## src/rtl/memory_stage_pkg.sv

```systemverilog
// Shared types for the MEM stage: bus sizes, control bundle,
// EX/MEM and MEM/WB payloads and the access FSM encoding.
package memory_stage_pkg;

    localparam int XLEN = 64;

    typedef logic [1:0] mem_size_t;

    localparam mem_size_t MSIZE_B = 2'd0;
    localparam mem_size_t MSIZE_H = 2'd1;
    localparam mem_size_t MSIZE_W = 2'd2;
    localparam mem_size_t MSIZE_D = 2'd3;

    typedef enum logic [1:0] {
        IDLE,
        WAIT_ADDR,
        WAIT_DATA
    } memop_state_t;

    typedef struct packed {
        logic      reg_write;
        logic      mem_read;
        logic      mem_write;
        logic      mem_unsigned;
        mem_size_t mem_size;
    } control_t;

    typedef struct packed {
        logic [XLEN-1:0] result;
        logic [XLEN-1:0] wdata;
        logic [XLEN-1:0] pc;
        control_t        ctl;
        logic [4:0]      dst;
        logic            is_bubble;
    } execute_data_t;

    typedef struct packed {
        logic [XLEN-1:0] result;
        logic [XLEN-1:0] pc;
        control_t        ctl;
        logic [4:0]      dst;
        logic            is_bubble;
        logic            misalign;
    } memory_data_t;

endpackage

```

## src/rtl/mem_align.sv

```systemverilog
// Byte-lane helper: store shifter/strobe, load extractor/extender
// and natural-alignment check for a 64-bit data bus.
module mem_align
    import memory_stage_pkg::*;
(
    input  logic [2:0]      off,
    input  mem_size_t       size,
    input  logic            uns,
    input  logic [XLEN-1:0] wdata,
    input  logic [XLEN-1:0] rdata,
    output logic [XLEN-1:0] sdata,
    output logic [7:0]      strobe,
    output logic [XLEN-1:0] ldata,
    output logic            misalign
);

    logic [XLEN-1:0] shifted;
    logic [7:0]      lanes;
    logic [2:0]      mask;

    always_comb begin
        shifted = rdata >> {off, 3'b000};
        sdata   = wdata << {off, 3'b000};
        lanes   = 8'h01;
        mask    = 3'b000;
        ldata   = shifted;
        unique case (size)
            MSIZE_B: begin
                lanes = 8'h01;
                mask  = 3'b000;
                ldata = {{56{shifted[7] & ~uns}}, shifted[7:0]};
            end
            MSIZE_H: begin
                lanes = 8'h03;
                mask  = 3'b001;
                ldata = {{48{shifted[15] & ~uns}}, shifted[15:0]};
            end
            MSIZE_W: begin
                lanes = 8'h0F;
                mask  = 3'b011;
                ldata = {{32{shifted[31] & ~uns}}, shifted[31:0]};
            end
            MSIZE_D: begin
                lanes = 8'hFF;
                mask  = 3'b111;
                ldata = shifted;
            end
            default: ;
        endcase
        strobe   = lanes << off;
        misalign = |(off & mask);
    end

endmodule

```

## src/rtl/memory_stage.sv

```systemverilog
// MEM pipeline stage: issues data-bus requests, stalls until the
// response arrives and formats load results for MEM/WB.
module memory_stage
    import memory_stage_pkg::*;
#(
    parameter logic [XLEN-1:0] RESET_PC = 64'h8000_0000
) (
    input  logic            clk,
    input  logic            reset,
    input  execute_data_t   dataE,
    output memory_data_t    dataM,
    output logic            stallM,
    output logic            dreq_valid,
    output logic [XLEN-1:0] dreq_addr,
    output logic [2:0]      dreq_size,
    output logic [7:0]      dreq_strobe,
    output logic [XLEN-1:0] dreq_data,
    input  logic            dresp_addr_ok,
    input  logic            dresp_data_ok,
    input  logic [XLEN-1:0] dresp_data
);

    memop_state_t    state, state_n;
    logic            memop, req, complete;
    logic            misalign;
    logic [7:0]      strobe;
    logic [XLEN-1:0] sdata, ldata;

    mem_align u_align (
        .off      (dataE.result[2:0]),
        .size     (dataE.ctl.mem_size),
        .uns      (dataE.ctl.mem_unsigned),
        .wdata    (dataE.wdata),
        .rdata    (dresp_data),
        .sdata    (sdata),
        .strobe   (strobe),
        .ldata    (ldata),
        .misalign (misalign)
    );

    assign memop = !dataE.is_bubble
                 && (dataE.ctl.mem_read || dataE.ctl.mem_write);
    assign req   = memop && !misalign;

    always_ff @(posedge clk or negedge reset) begin
        if (!reset) state <= IDLE;
        else        state <= state_n;
    end

    always_comb begin
        state_n    = state;
        complete   = 1'b0;
        dreq_valid = 1'b0;
        unique case (state)
            IDLE, WAIT_ADDR: begin
                if (req) begin
                    dreq_valid = 1'b1;
                    if (dresp_addr_ok && dresp_data_ok) begin
                        complete = 1'b1;
                        state_n  = IDLE;
                    end else if (dresp_addr_ok) begin
                        state_n = WAIT_DATA;
                    end else begin
                        state_n = WAIT_ADDR;
                    end
                end else begin
                    state_n = IDLE;
                end
            end
            WAIT_DATA: begin
                if (dresp_data_ok) begin
                    complete = 1'b1;
                    state_n  = IDLE;
                end
            end
            default: state_n = IDLE;
        endcase
        stallM = req && !complete;
        if (!reset) begin
            dreq_valid = 1'b0;
            stallM     = 1'b0;
        end
    end

    assign dreq_addr   = dataE.result;
    assign dreq_size   = {1'b0, dataE.ctl.mem_size};
    assign dreq_strobe = dataE.ctl.mem_write ? strobe : 8'h00;
    assign dreq_data   = sdata;

    always_comb begin
        dataM.result    = dataE.result;
        dataM.pc        = dataE.pc;
        dataM.ctl       = dataE.ctl;
        dataM.dst       = dataE.dst;
        dataM.is_bubble = dataE.is_bubble || stallM;
        dataM.misalign  = memop && misalign;
        if (complete && dataE.ctl.mem_read)
            dataM.result = ldata;
        if (!reset) begin
            dataM           = '0;
            dataM.pc        = RESET_PC;
            dataM.is_bubble = 1'b1;
        end
    end

    // A response may never overtake the acceptance of its request.
    a_no_early_data : assert property (@(posedge clk) disable iff (!reset)
        !(state != WAIT_DATA && dresp_data_ok && !dresp_addr_ok));

endmodule

```

## config.mk

```make
export PLATFORM = sky130hd
export DESIGN_NAME = memory_stage
export DESIGN_NICKNAME = d
export VERILOG_FILES = /design/src/rtl/memory_stage_pkg.sv /design/src/rtl/mem_align.sv /design/src/rtl/memory_stage.sv
export SDC_FILE = /design/constraint.sdc
export NUM_CORES = 1
export LEC_CHECK = 0
export CAP_MARGIN = 20
export CORE_AREA = 2 2 213 215
export CTS_BUF_LIST = sky130_fd_sc_hd__clkbuf_4 sky130_fd_sc_hd__clkbuf_8 sky130_fd_sc_hd__clkbuf_16
export CTS_CLUSTER_DIAMETER = 30
export DETAILED_ROUTE_END_ITERATION = 8
export DIE_AREA = 0 0 215 217
export SLEW_MARGIN = 15
export SYNTH_ARGS = -nofsm -noshare
export SYNTH_HDL_FRONTEND = slang
export SYNTH_HIERARCHICAL = 1
export SYNTH_SLANG_ARGS = --single-unit
export TNS_END_PERCENT = 5
```

## constraint.sdc

```tcl
create_clock -name clk -period 5.5 [get_ports clk]
set_input_delay 1.375 -clock clk [delete_from_list [all_inputs] [get_ports clk]]
set_output_delay 1.375 -clock clk [all_outputs]
set_load 0.01 [all_outputs]
```

==> impl_results.md <==
- CTS Buf Count: 3
- Synth cell types: 46
- Number of global-route vias before repair: 9,619
- First-pass GRT wire length: 71,550 um
- Footprint of the multi-input gates: between 0.006 and 0.007 mm2
- Netlist Area Pre-Place: 0.007133 mm2
- GPL Wtd Cong: a little under 0.9
- Drt wl/cell: between 20 and 30 um
- CTS Buffer Depth: 2
- Die width: between 200 and 250 um
- Layout area overhead: 84.04%
- Setup TNS Final: 0 ns
- Leak: approximately 5.5 nW
- Period minus WS final: around 5.5 ns
- TritonRoute pass-1 iters: 5
- Hold path depth: 2
- Crit path buf inv count: 4
- Final cell count without fillers: around 2k
- Worst slew margin: between 40% and 50%
- Max_cap viols: 0
- CP max stage delay: between 0.5 and 0.6 ns
- CP Cell Sequence: clkdlybuf4s50_1 > mux2_1 > mux4_2 > a32oi_4 > buf_12 > buf_12 > nand3_2 > o2111ai_2 > nand3_1 > clkdlybuf4s50_1
- Clk slew on worst S/H paths: roughly 0.030 ns
- Worst path top cell family by delay: buffers and inverters
- Clock sink total: 2
- Cells after synthesis: 1,037
- H-tree Lvls: 1
- Largest net degree at the start of global routing: 88
- CTS tree: yes
- # IOs: about 550
- Worst setup EP type: output port
- Hold Startpoint: state[1]
- Placed Area: between 0.01 and 0.015 mm2
- Final Skew: between 0.001 and 0.0015 ns
- Slew of the pin with the lowest slew margin: 0.8553 ns
- Reg2reg setup slack: approximately 4.1 ns
- Final period util: approximately 100%
- Std cell rows: just under 80
- Sequential element share of the synthesized area: less than 1%
- Residual DRC count: 0
- DRT antenna net count: 0
- Layout cells sized above 1: around an eighth
- Status: finished, final reports clean
- Overall routing resource usage: about a fifth
- RSZ-0062 raised after global routing: yes
- Clock latency on the worst-skew pair: between 0.2 and 0.25 ns
- Hold Fails Final Rpt: 0
- Syn_nets: roughly 1.3k
- Critical-path maximum fanout: 17
- Final Net Count: 1,730
- Peak supply drop: just under 0.07 mV
- Final Cell Area: 0.01313 mm2
- #FFs+latches synth: 2
- Hold WC Path Type: flip-flop to flip-flop
- Crit path depth: 10
- Storage cell area: 50.05 um2
- Largest register FFs: 2
- YS warnings: 6
- Maximum clock frequency: roughly 180 MHz
- Reg2Reg Depth: 2
- # fillers: just under 5k
- Slowest-stage cell, CP: mux4_2
- PnR worst setup slack: roughly 0.021 ns
- Pwr Total: 0.001355 W
- Initial antenna violation count: 11
- WL final: approximately 52,000 um
- Core area: ~0.045 mm2
- Most flops, register: state
- Syn Area/Cell: 6.879 um2
- GRT overflow: 0
- Vias per cell: just under 5
- Root Buffer: clkbuf_16
- Dpl cells: 2,051
- Worst EP arrival: ~4.1 ns
- Pwr dens: between 100 and 150 mW/mm2
- Buffers on Ports: approximately 550
- Pre-CTS setup slack: -0.1126 ns
- Crit path required time: between 4 and 5 ns
- Crit path launch: dresp_data[15]
- CP startpoint kind: primary input
- Die area: 0.04666 mm2
- 1st-iter DRT viols: roughly 850
- Final Max Tran Viols: 0
- Largest registers: state (2)
- Detail Placement HPWL: approximately 42,000 um
- Worst flop-to-flop path startpoint: state[0]
- Vias after detailed routing: about 10k
- Initial Utilization: between 10% and 20%
- Die Y: roughly 220 um
- Final setup viols: 0
- CP Class: primary input to output port
## cell usage in the layout (no fill, tap or decap), types with 3 or more instances in the layout
| cell type | instances |
|---|---|
| clkdlybuf4s50_1 | 487 |
| nand3_1 | 135 |
| and2_1 | 101 |
| mux2i_1 | 90 |
| nor2_1 | 70 |
| nand4_1 | 66 |
| o2111ai_1 | 57 |
| buf_4 | 56 |
| nand2_1 | 51 |
| a21oi_1 | 43 |
| o21ai_0 | 40 |
| mux2_2 | 38 |
| dlymetal6s2s_1 | 37 |
| mux4_2 | 25 |
| dlygate4sd2_1 | 20 |
| nand3_2 | 19 |
| o2bb2ai_1 | 14 |
| buf_12 | 12 |
| nand2b_1 | 10 |
| o22ai_1 | 10 |
| o2111ai_2 | 7 |
| o311ai_0 | 7 |
| a22oi_1 | 7 |
| a31o_2 | 7 |
| clkbuf_16 | 4 |
| diode_2 | 3 |
| or2_2 | 3 |
| nor2b_2 | 3 |
## Yosys cell counts (all sizes together)
| cell | count | area share (%) |
|---|---|---|
| conb | 1 | 0.053 |
| and2 | 103 | 9.0 |
| nand3b | 1 | 0.11 |
| o2bb2ai | 14 | 1.7 |
| buf | 123 | 12 |
| a21oi | 43 | 3.0 |
| a311o | 1 | 0.14 |
| mux2 | 40 | 6.3 |
| and2b | 1 | 0.11 |
| o2111ai | 64 | 7.9 |
| dfrtp | 2 | 0.70 |
| a311oi | 1 | 0.12 |
| nor4b | 1 | 0.12 |
| a22oi | 7 | 0.74 |
| a211oi | 2 | 0.21 |
| or2 | 3 | 0.26 |
| mux2i | 90 | 13 |
| a21o | 1 | 0.11 |
| a32oi | 1 | 0.23 |
| a31o | 7 | 0.86 |
| and3 | 1 | 0.088 |
| nor2b | 5 | 0.44 |
| nand4 | 66 | 5.8 |
| nand3 | 154 | 12 |
| clkbuf | 77 | 4.1 |
| or4 | 1 | 0.12 |
| mux4 | 25 | 7.9 |
| nor2 | 70 | 3.7 |
| a2bb2oi | 1 | 0.12 |
| inv | 4 | 0.21 |
| o22ai | 10 | 0.88 |
| o211ai | 2 | 0.21 |
| o32ai | 1 | 0.12 |
| nand2 | 52 | 2.7 |
| nand2b | 12 | 1.1 |
| nor3 | 2 | 0.14 |
| o311ai | 7 | 0.86 |
| or4b | 1 | 0.14 |
| o21ai | 40 | 2.8 |
## final timing paths
kind,to
max,dataM[135]
min,state[0]
max reg2reg,state[1]
min reg2reg,state[0]
max in group asynchronous,state[0]
min in group asynchronous,state[1]
## worst min-delay path: cells and delay by family, from the launching register on
| kind | cells | cell delay (ns) |
|---|---|---|
| simple gates | 2 | 0.23 |
| flops | 1 | 0.44 |
## area by class of cell
cell class | instances | share of cell area (%)
Multi-Input combinational cell | 831 | 45.71
Inverter | 4 | 0.1144
Timing Repair Buffer | 616 | 47.45
Sequential cell | 2 | 0.3812
Antenna cell | 3 | 0.05719
Clock buffer | 3 | 0.5719
Tap cell | 600 | 5.719
## repair_timing
action	CTS	global route
gates resized for setup	27	40
buffers inserted	0	1
hold buffers	0	0
endpoints found under the setup margin	29	36
pin swaps	0	1
hold endpoints to repair	0	0
gates cloned	0	1
## routing by layer
layer | up-vias | GRT usage [%] | wire length (um)
met3 | 27 | 2.921 | 3270
li1 | 4692 | - | -
met4 | 4 | 2.667 | 612
met2 | 458 | 32.01 | 23170
met5 | - | 0 | 27
met1 | 5035 | 30.63 | 24530
## cells by family (layout without fill, tap and decap cells)
group	Yosys count	after routing	share of synthesized area (%)
simple gates	473	473	35.96
flops	2	2	0.7017
buf+inv	204	623	16.45
compound gates	202	202	20.00
other cells	1	4	0.05257
mux	155	155	26.84
## report_power, final
group,internal (W),switching (W)
registers,0.0000155,0.000000989
clock network,0.0000924,0.0000159
logic,0.000624,0.000606
total,0.000732,0.000623
## metrics by stage
step / util, % / hold slack, ns
final: 29.37 / 0.7160
after global routing: 29.37 / 0.7594
after CTS: 29.01 / 0.7181
after detailed placement: 28.82 / 0.7064
after global placement: 28.82 / 0.6922
after floorplan: - / 0.6012
Note: power is estimated with default switching activity, not from simulation.
